[config.mk]
export PLATFORM = sky130hd
export DESIGN_NAME = fir_window_buffer
export DESIGN_NICKNAME = d
export VERILOG_FILES = /design/src/rtl/fir_pkg.sv /design/src/rtl/fir_window_ram.sv /design/src/rtl/fir_window_buffer.sv
export SDC_FILE = /design/constraint.sdc
export NUM_CORES = 1
export LEC_CHECK = 0
export CAP_MARGIN = 20
export CORE_ASPECT_RATIO = 0.9
export CORE_UTILIZATION = 55
export CTS_BUF_LIST = sky130_fd_sc_hd__clkbuf_16
export DETAILED_ROUTE_END_ITERATION = 16
export PLACE_DENSITY_LB_ADDON = 0.08
export SYNTH_ARGS = -nofsm -noshare
export SYNTH_HDL_FRONTEND = slang
export SYNTH_SLANG_ARGS = --single-unit
[constraint.sdc]
create_clock -name clk -period 5.45 [get_ports clk]
set_clock_uncertainty 0.1 [all_clocks]
set_input_delay 1.09 -clock clk [delete_from_list [all_inputs] [get_ports clk]]
set_output_delay 1.09 -clock clk [all_outputs]
set_load 0.005 [all_outputs]
[src/rtl/fir_pkg.sv]
`default_nettype none
// ============================================================================
// Module   : fir_pkg
// Brief    : Shared defaults, window FSM states and sample rounding helper.
// Revision : 1.0
// ============================================================================
package fir_pkg;

  localparam int NTAPS_DEF   = 64;
  localparam int IN_W_DEF    = 24;
  localparam int DATA_W_DEF  = 16;
  localparam int ROUND_MAX_W = 32;

  typedef enum logic [1:0] {
    CLEAR   = 2'd0,
    IDLE    = 2'd1,
    PRESENT = 2'd2,
    BUSY    = 2'd3
  } win_state_t;

  // Round half up on a width-bit signed field, saturating only at the
  // positive rail; the caller keeps the low width bits of the result.
  function automatic logic [ROUND_MAX_W-1:0] round_sat(
    input logic [ROUND_MAX_W-1:0] field,
    input logic                   round_bit,
    input int                     width
  );
    logic [ROUND_MAX_W-1:0] max_pos;
    max_pos = (ROUND_MAX_W'(1) << (width - 1)) - ROUND_MAX_W'(1);
    if ((field == max_pos) && round_bit) begin
      return max_pos;
    end
    return field + ROUND_MAX_W'(round_bit);
  endfunction

endpackage
`default_nettype wire

[src/rtl/fir_window_ram.sv]
`default_nettype none
// ============================================================================
// Module   : fir_window_ram
// Brief    : Simple dual-port 1W/1R sample RAM with registered read port.
// Revision : 1.0
// ============================================================================
module fir_window_ram #(
  parameter  int DEPTH  = 64,
  parameter  int DATA_W = 16,
  localparam int ADDR_W = $clog2(DEPTH)
) (
  input  logic              clk,
  input  logic              reset,
  input  logic              wr_en,
  input  logic [ADDR_W-1:0] wr_addr,
  input  logic [DATA_W-1:0] wr_data,
  input  logic [ADDR_W-1:0] rd_addr,
  output logic [DATA_W-1:0] rd_data
);

  logic [DATA_W-1:0] mem_q [DEPTH];
  logic [DATA_W-1:0] rd_data_d;
  logic [DATA_W-1:0] rd_data_q;

  always_comb begin
    rd_data_d = mem_q[rd_addr];
  end

  // Storage has no reset so it can map onto block RAM; only the output
  // register is cleared.
  always_ff @(posedge clk) begin
    if (wr_en) begin
      mem_q[wr_addr] <= wr_data;
    end
  end

  always_ff @(posedge clk) begin
    if (reset) begin
      rd_data_q <= '0;
    end else begin
      rd_data_q <= rd_data_d;
    end
  end

  assign rd_data = rd_data_q;

endmodule
`default_nettype wire

[src/rtl/fir_window_buffer.sv]
`default_nettype none
// ============================================================================
// Module   : fir_window_buffer
// Brief    : Circular sample window for the FIR MAC engine, with freeze
//            handshake, one-deep skid register and sticky overrun flag.
// Revision : 1.0
// ============================================================================
module fir_window_buffer
  import fir_pkg::*;
#(
  parameter  int NTAPS  = NTAPS_DEF,
  parameter  int IN_W   = IN_W_DEF,
  parameter  int DATA_W = DATA_W_DEF,
  localparam int IDX_W  = $clog2(NTAPS)
) (
  input  logic              clk,
  input  logic              reset,
  input  logic [IN_W-1:0]   sample_in,
  input  logic              sample_valid,
  output logic              win_valid,
  input  logic              win_ack,
  input  logic              fir_done,
  input  logic [IDX_W-1:0]  tap_idx,
  output logic [DATA_W-1:0] tap_sample,
  output logic              overrun,
  input  logic              overrun_clr
);

  win_state_t        state_q, state_d;
  logic [IDX_W-1:0]  wr_ptr_q, wr_ptr_d;
  logic [IDX_W-1:0]  newest_ptr_q, newest_ptr_d;
  logic [IDX_W-1:0]  clr_cnt_q, clr_cnt_d;
  logic              pend_v_q, pend_v_d;
  logic [DATA_W-1:0] pend_data_q, pend_data_d;
  logic              overrun_q, overrun_d;
  logic              win_valid_q, win_valid_d;
  logic              overrun_set;

  logic              ram_we;
  logic [IDX_W-1:0]  ram_waddr;
  logic [DATA_W-1:0] ram_wdata;
  logic [IDX_W-1:0]  tap_addr;

  logic [DATA_W-1:0] top_field;
  logic              round_bit;
  logic [DATA_W-1:0] conv_sample;

  assign top_field   = sample_in[IN_W-1 -: DATA_W];
  assign round_bit   = sample_in[IN_W-DATA_W-1];
  assign conv_sample = DATA_W'(round_sat(ROUND_MAX_W'(top_field), round_bit, DATA_W));

  generate
    if (IN_W - DATA_W >= 2) begin : g_unused_lsbs
      logic unused_lsbs;
      assign unused_lsbs = ^sample_in[IN_W-DATA_W-2:0];
    end
  endgenerate

  // Tap 0 is the newest sample; older taps walk backwards around the ring.
  assign tap_addr = newest_ptr_q - tap_idx;

  always_comb begin
    state_d      = state_q;
    wr_ptr_d     = wr_ptr_q;
    newest_ptr_d = newest_ptr_q;
    clr_cnt_d    = clr_cnt_q;
    pend_v_d     = pend_v_q;
    pend_data_d  = pend_data_q;
    overrun_set  = 1'b0;
    ram_we       = 1'b0;
    ram_waddr    = wr_ptr_q;
    ram_wdata    = conv_sample;

    unique case (state_q)
      CLEAR: begin
        ram_we    = 1'b1;
        ram_waddr = clr_cnt_q;
        ram_wdata = '0;
        clr_cnt_d = clr_cnt_q + 1'b1;
        if (clr_cnt_q == IDX_W'(NTAPS - 1)) begin
          state_d = IDLE;
        end
        if (sample_valid) begin
          overrun_set = 1'b1;
        end
      end
      IDLE: begin
        if (sample_valid) begin
          ram_we       = 1'b1;
          newest_ptr_d = wr_ptr_q;
          wr_ptr_d     = wr_ptr_q + 1'b1;
          state_d      = PRESENT;
        end
      end
      PRESENT: begin
        if (sample_valid) begin
          if (pend_v_q) begin
            overrun_set = 1'b1;
          end else begin
            pend_v_d    = 1'b1;
            pend_data_d = conv_sample;
          end
        end
        if (win_ack) begin
          state_d = BUSY;
        end
      end
      BUSY: begin
        if (fir_done) begin
          state_d = PRESENT;
          if (pend_v_q) begin
            // Parked sample commits first; a simultaneous arrival takes its slot.
            ram_we       = 1'b1;
            ram_wdata    = pend_data_q;
            newest_ptr_d = wr_ptr_q;
            wr_ptr_d     = wr_ptr_q + 1'b1;
            if (sample_valid) begin
              pend_data_d = conv_sample;
            end else begin
              pend_v_d = 1'b0;
            end
          end else if (sample_valid) begin
            ram_we       = 1'b1;
            newest_ptr_d = wr_ptr_q;
            wr_ptr_d     = wr_ptr_q + 1'b1;
          end else begin
            state_d = IDLE;
          end
        end else if (sample_valid) begin
          if (pend_v_q) begin
            overrun_set = 1'b1;
          end else begin
            pend_v_d    = 1'b1;
            pend_data_d = conv_sample;
          end
        end
      end
      default: begin
        state_d = CLEAR;
      end
    endcase

    overrun_d   = (overrun_q & ~overrun_clr) | overrun_set;
    win_valid_d = (state_d == PRESENT);
  end

  always_ff @(posedge clk) begin
    if (reset) begin
      state_q      <= CLEAR;
      wr_ptr_q     <= '0;
      newest_ptr_q <= '0;
      clr_cnt_q    <= '0;
      pend_v_q     <= 1'b0;
      pend_data_q  <= '0;
      overrun_q    <= 1'b0;
      win_valid_q  <= 1'b0;
    end else begin
      state_q      <= state_d;
      wr_ptr_q     <= wr_ptr_d;
      newest_ptr_q <= newest_ptr_d;
      clr_cnt_q    <= clr_cnt_d;
      pend_v_q     <= pend_v_d;
      pend_data_q  <= pend_data_d;
      overrun_q    <= overrun_d;
      win_valid_q  <= win_valid_d;
    end
  end

  fir_window_ram #(
    .DEPTH  (NTAPS),
    .DATA_W (DATA_W)
  ) u_ram (
    .clk     (clk),
    .reset   (reset),
    .wr_en   (ram_we),
    .wr_addr (ram_waddr),
    .wr_data (ram_wdata),
    .rd_addr (tap_addr),
    .rd_data (tap_sample)
  );

  assign win_valid = win_valid_q;
  assign overrun   = overrun_q;

endmodule
`default_nettype wire

==> results of run 1 <==
==> worst max-delay path: cells and delay by family <==
kind | cells | cell delay (ps)
buffers and inverters | 3 | 930
multiplexers | 4 | 1230
adder cells (fa/ha/maj) | 2 | 1220
AO/OA/AOI/OAI | 1 | 120
==> cell usage after synthesis (2+ instances only) <==
cell,number
nor2b_1,7
a311oi_1,7
a21oi_1,32
a221oi_1,2
or3_1,3
edfxtp_1,1024
nand2b_1,7
buf_4,9
nand2_1,172
nor3_1,23
nor4_4,2
a211oi_1,6
dfxtp_1,55
o21ai_0,18
xnor2_1,10
buf_6,5
ha_1,14
a21oi_2,2
and4_1,3
inv_1,16
nor4_1,2
a22oi_1,15
buf_2,39
nor2_1,128
o22ai_1,2
xor2_1,13
a2111oi_0,15
a31oi_1,15
mux4_2,256
a22o_1,16
and3_1,17
o32ai_1,6
o21ai_1,2
nand4_1,22
clkbuf_1,45
nand3_1,33
mux2i_1,96
buf_1,14
o21a_1,7
and2_1,4
==> kinds of logic after synthesis <==
kind of cell | share of synthesized area
AO/OA/AOI/OAI | 0.0244
adder cells (fa/ha/maj) | 0.00459
buffers and inverters | 0.0141
AND/OR/NAND/NOR | 0.0441
XOR/XNOR | 0.00576
multiplexers | 0.158
flip-flops | 0.749
==> power by group through the flow <==
stage | registers (mW) | logic (mW) | clock network (mW)
2_1_floorplan | 9.26 | 0.617 | 0
3_3_place_gp | 9.26 | 1.05 | 0
3_5_place_dp | 9.26 | 1.07 | 0
4_1_cts | 9.08 | 1.07 | 7.18
5_1_grt | 9.08 | 1.13 | 7.47
6_report | 9.08 | 1.06 | 7.05
==> state kept, by name (all words and copies together), names as in the netlist <==
signal,count
clr_cnt_q,6
newest_ptr_q,6
overrun,1
pend_data_q,16
pend_v_q,1
state_q,2
u_ram.mem_q,1024
u_ram.rd_data,16
win_valid,1
wr_ptr_q,6
==> worst paths after layout <==
path	to	slack [ps]
setup / recovery	u_ram.rd_data[12]	1210
hold reg to reg	overrun	380
setup reg to reg	u_ram.mem_q[47][6]	1590
hold / removal	overrun	380
==> metal layers <==
layer,up-vias,track usage
met5,-,0
met3,143,0.0407
met2,733,0.410
met1,11400,0.371
li1,9254,-
met4,0,0.0648
==> layout make-up <==
class / instances / area share
clock buffer: 109 / 0.0560
clock inverter: 83 / 0.0130
inverter: 16 / 0.00123
multi-input combinational: 967 / 0.210
sequential: 1079 / 0.654
tap: 1029 / 0.0264
timing repair buffer: 207 / 0.0396
==> through the flow <==
stage	instances	worst slack, ps	power (mW)	cell area (um^2)	utilization
finish	3490	1210	17.2	48700	0.638
global placement	3298	606	10.3	45400	0.594
detailed placement	3298	545	10.3	45400	0.594
global route	3490	1140	17.7	48700	0.638
CTS	3490	1230	17.3	48700	0.638
floorplan	2174	1010	9.87	42500	-
==> results.md, run 1 <==
- GRT overflow: 0
- Wire per inst: 27.8 um
- CP max FO: 30
- Minimum clock period: 4240 ps
- Total wire length: 97.2 mm
- Final nets: 2427
- Status: finished, final reports clean
- Crit-path max cell delay: 1040 ps
- Internal cell power: 13.5 mW
- Reg2Reg Launch Point: state_q[1]
- Crit. End Element: flip-flop
- Top cells by area, synth: edfxtp_1 72%, mux4_2 14%, dfxtp_1 2.6%, mux2i_1 2.3%, nand2_1 1.5%
- Avg Inst Size Synth: 19.6 um^2
- Worst Tran Pin Value: 1090 ps
- Post-route ant nets: 0
- Hold Crit Start: overrun
- # Post-CTS Setup Buffers: 0
- Full die area: 78500 um^2
- Diodes inserted: 0
- Unique masters post-synth: 50
- Fillcell total: 5314
- Worst-path clk slew: 60 ps
- Total GRT Usage: 0.256
- I/O Buffers: 46
- CTS root buf: clkbuf_16
- Final Cycle Share: 0.777
- FF-to-FF path depth: 9
- Clock power frac: 0.410
- Peak supply drop: 282 uV
- Pin count of the biggest net entering global routing: 65
- Core area: 76400 um^2
- Switching power: 3.66 mW
- Seq/Total Area, Yosys: 0.749
- Die span in y: 266 um
- Clock Path Buffers: 3
- Hold Path Depth: 2
- FFs w/ async S/R, synth: 0
- I/O pin total: 54
- Max H-tree Level: 3
- DRT Pass-1 Iters: 6
- Slew headroom: 0.270
- Warnings, synthesis: 0
- TritonCTS Sinks: 1079
- Vias in the first global route: 21.9k
- Initial core utilization: 0.557
- FP Rows: 96
- WP data arrival: 4650 ps
- Final setup fails: 0
- Area growth, synth to finish: 14.5%
- DIE WIDTH: 295 um
- Top cell type's share of synthesized area: 0.723
- CTS-repair resized insts: 0
- Pins Over Slew Limit: 0
- Commonest non-fill, non-tap cell in the layout: edfxtp_1
- Post-synthesis register bit count: 1079
- Lkg Pwr: 17.4 nW
- CTS tree: yes
- Cell accounting for the most synthesized area: edfxtp_1
- Post-synth EDFFs: 1024
- WS Path Type: input pin to flip-flop
- First-pass GRT wire length: 144 mm
- Sequential Power Share: 0.528
- GPL Wtd Cong: 0.801
- Prevailing post-synth register cell: edfxtp_1
- Hold Violations, Final: 0
- DRT met1 WL: 41.3 mm
- Mapped Nets: 2225
- Top sig layer: met4
- CP required: 5860 ps
- Clock Latency Late Sink: 670 ps
- Mapped cell area: 42500 um^2
- Hold_buf cts: 0
- Dpl hpwl: 58.2 mm
- DR WL met2: 47.2 mm
- Critical Path Start Type: input pin
- Num CTS Buffers: 105
- Most frequent cells in the layout: 1024 x edfxtp_1, 256 x mux4_2, 168 x nand2_1, 140 x buf_4, 127 x nor2_1
- Unrepaired setup endpoints after global routing: no
- Residual DRC: 0
- Switching Share: 0.213
- Initial antenna violation count: 1
- Vias: 21.5k
- Setup TNS Final: 0 ps
- Setup crit start: tap_idx[0]
- Sequential cell area: 31900 um^2
- Min Hold Slack: 380 ps
- Metal3 WL: 6.62 mm
- Slowest stage cell, crit path: fa_4
- CP most frequent cell: mux2i_1
- Layout cells sized above 1: 0.241
- Combinational share of power: 0.062
- Footprint of the multi-input gates: 10200 um^2
- DRT iter0 DRCs: 2017
- Pwr dens: 353 nW/um^2
- Hold Crit Class: flip-flop to flip-flop
- Fmax: 0.236 GHz
- Max_cap viols: 0
- CP Cell Sequence: clkdlybuf4s50_1 -> ha_4 -> fa_4 -> buf_12 -> buf_12 -> mux4_2 -> mux2i_1 -> mux2i_1 -> mux2i_1 -> o22ai_1
- Post-synthesis instance total: 2174
- Vias per inst: 6.17
Power figures use the tool's default switching activity.
==> run 2: changes to the inputs <==
==> constraint.sdc (replaced) <==
create_clock -name clk -period 3.9 [get_ports clk]
set_clock_uncertainty 0.1 [all_clocks]
set_input_delay 0.78 -clock clk [delete_from_list [all_inputs] [get_ports clk]]
set_output_delay 0.78 -clock clk [all_outputs]
set_load 0.005 [all_outputs]
==> results.md, run 2 (synthesis results as in run 1) <==
- Vias in the first global route: 22.4k (+2.3%)
- Unrepaired setup endpoints after global routing: no
- Minimum clock period: 3620 ps
- Vias: 21.8k (+1.4%)
- GR Util met1: 0.361 (-0.0106)
- TritonCTS Sinks: 1079 (unchanged)
- First-pass GRT wire length: 145 mm (+0.57%)
- CP required: 4390 ps (-1470 ps)
- Dpl hpwl: 58.6 mm (+0.63%)
- Worst-path clk slew: 60 ps (about the same)
- Pin count of the biggest net entering global routing: 65 (unchanged)
- Met3 Use GR: 0.0480 (+0.00726)
- Pre-CTS setup slack: -410 ps (-956 ps)
- Final Cell Area: 49900 um^2 (+2.5%)
- DIE WIDTH: 295 um (unchanged)
- Hold Path Depth: 2 (unchanged)
- Die span in y: 266 um (unchanged)
- Area growth, synth to finish: 17.3%
- DRT iter0 DRCs: 2038 (+1.0%)
- Number of flip-flops in the largest register: 1024 (unchanged)
- Residual DRC: 0 (unchanged)
- DRT Pass-1 Iters: 7 (+1)
- Critical Path Start Type: input pin
- Slew headroom: 0.391 (+0.121)
- Layout cells sized above 1: 0.261 (+0.0197)
- CP max FO: 11 (-63%)
- Most frequent cells in the layout: 1024 x edfxtp_1, 256 x mux4_2, 168 x nand2_1, 161 x buf_4, 128 x nor2_1
- Hold_buf cts: 0 (unchanged)
- Final setup fails: 0 (unchanged)
- Pwr dens: 479 nW/um^2 (+36%)
- Core area: 76400 um^2 (unchanged)
- Lkg Pwr: 18.0 nW (+3.1%)
- Setup crit start: tap_idx[0]
- Total GRT Usage: 0.257 (+0.00103)
- FF-to-FF path depth: 12 (+3)
- Worst Tran Pin Value: 914 ps (-181 ps)
- Clock Path Buffers: 3 (unchanged)
- Commonest non-fill, non-tap cell in the layout: edfxtp_1
- Crit. End Element: flip-flop
- Max_cap viols: 0 (unchanged)
- Final Cycle Share: 0.928
- Status: finished, final reports clean
- I/O pin total: 54 (unchanged)
- Peak supply drop: 491 uV (+74%)
- Reg2Reg Launch Point: newest_ptr_q[0]
- GR peak layer: met2
- GRT met2 Usage: 0.414 (+0.00400)
- CTS-repair resized insts: 0 (unchanged)
- Final WS setup: 280 ps (-933 ps)
- WP data arrival: 4110 ps (-540 ps)
- Worst Setup EP: u_ram.rd_data[5]
- CTS tree: yes
- Vias per inst: 6.11 (-0.94%)
- Area of placed instances: 46700 um^2 (+2.9%)
- Wire per inst: 27.4 um (-1.5%)
- Num CTS Buffers: 105 (unchanged)
- FP Rows: 96 (unchanged)
- Flop2flop setup slack: 530 ps (-1060 ps)
- GPL Wtd Cong: 0.835 (+4.2%)
- I/O Buffers: 46 (unchanged)
- Clock Latency Late Sink: 650 ps (-20 ps)
- Fmax: 0.276 GHz
- Post-route ant nets: 0 (unchanged)
- RR Endpoint: u_ram.rd_data[5]
- Initial antenna violation count: 1 (unchanged)
- Total wire length: 98.0 mm (+0.85%)
- # Post-CTS Setup Buffers: 0 (unchanged)
- Hold Violations, Final: 0 (unchanged)
- Full die area: 78500 um^2 (unchanged)
- CTS root buf: clkbuf_16
- Pins Over Slew Limit: 0 (unchanged)
- Final nets: 2505 (+3.2%)
- GRT overflow: 0 (unchanged)
- Top reg by flops: u_ram.mem_q
- Fillcell total: 5219 (-1.8%)
- Initial core utilization: 0.557 (unchanged)
- WS Path Type: input pin to flip-flop
- Max H-tree Level: 3 (unchanged)
- Hold Crit Class: flip-flop to flip-flop
[run 2: cell count changes in the layout (fill, tap and decap cells not counted), moves of 3 or more]
| cell | previous run | this run |
|---|---|---|
| clkinv_2 | 19 | 16 |
| clkbuf_16 | 109 | 106 |
| diode_2 | 0 | 3 |
| buf_4 | 140 | 161 |
| inv_1 | 38 | 47 |
| buf_12 | 21 | 78 |
[run 2: power breakdown]
part           internal, mW  total (mW)  switching (mW)
logic                 0.736        1.62           0.881
clock network          5.44        9.58            4.14
registers              12.7        12.7          0.0480
total                  18.8        23.9            5.07
[run 2: per-stage QoR]
step	utilization	setup TNS [ps]	hold WS, ps	total power [mW]	std cells
finish	0.653	0	367	23.9	3572
detailed placement	0.611	-3960	359	14.6	3376
CTS	0.653	0	370	24.1	3569
floorplan	-	0	360	13.8	2174
global route	0.653	0	417	24.6	3569
global placement	0.611	-3840	360	14.6	3376
[run 2: how the worst min path moves through the flow]
stage | start | end | slack, ps
6_report | overrun | overrun | 370
5_1_grt | overrun | overrun | 420
4_1_cts | overrun | overrun | 370
3_5_place_dp | overrun | overrun | 360
3_3_place_gp | overrun | overrun | 360
2_1_floorplan | pend_data_q[15] | pend_data_q[15] | 360
[run 2: routing by layer]
layer / up-vias / share of wire
met5: - / 0
met4: 0 / 0.026
met3: 135 / 0.068
met2: 721 / 0.49
met1: 11500 / 0.42
li1: 9444 / -
[run 2: critical path: stages]
cell	delay [ps]
clkdlybuf4s50_1	460
ha_4	190
fa_4	830
buf_4	210
buf_4	260
mux4_2	210
nand2_1	80
and3_1	210
a2111oi_0	490
buf_4	200
a21oi_1	70
nand4_1	120
[run 2: layout make-up]
class / count / area, um^2 / area share
multi-input combinational: 967 / 10200 / 0.205
timing repair buffer: 285 / 3230 / 0.0647
antenna: 3 / 7.51 / 0.000150
tap: 1029 / 1290 / 0.0258
sequential: 1079 / 31900 / 0.638
clock buffer: 106 / 2650 / 0.0531
inverter: 16 / 60.1 / 0.00120
clock inverter: 87 / 604 / 0.0121
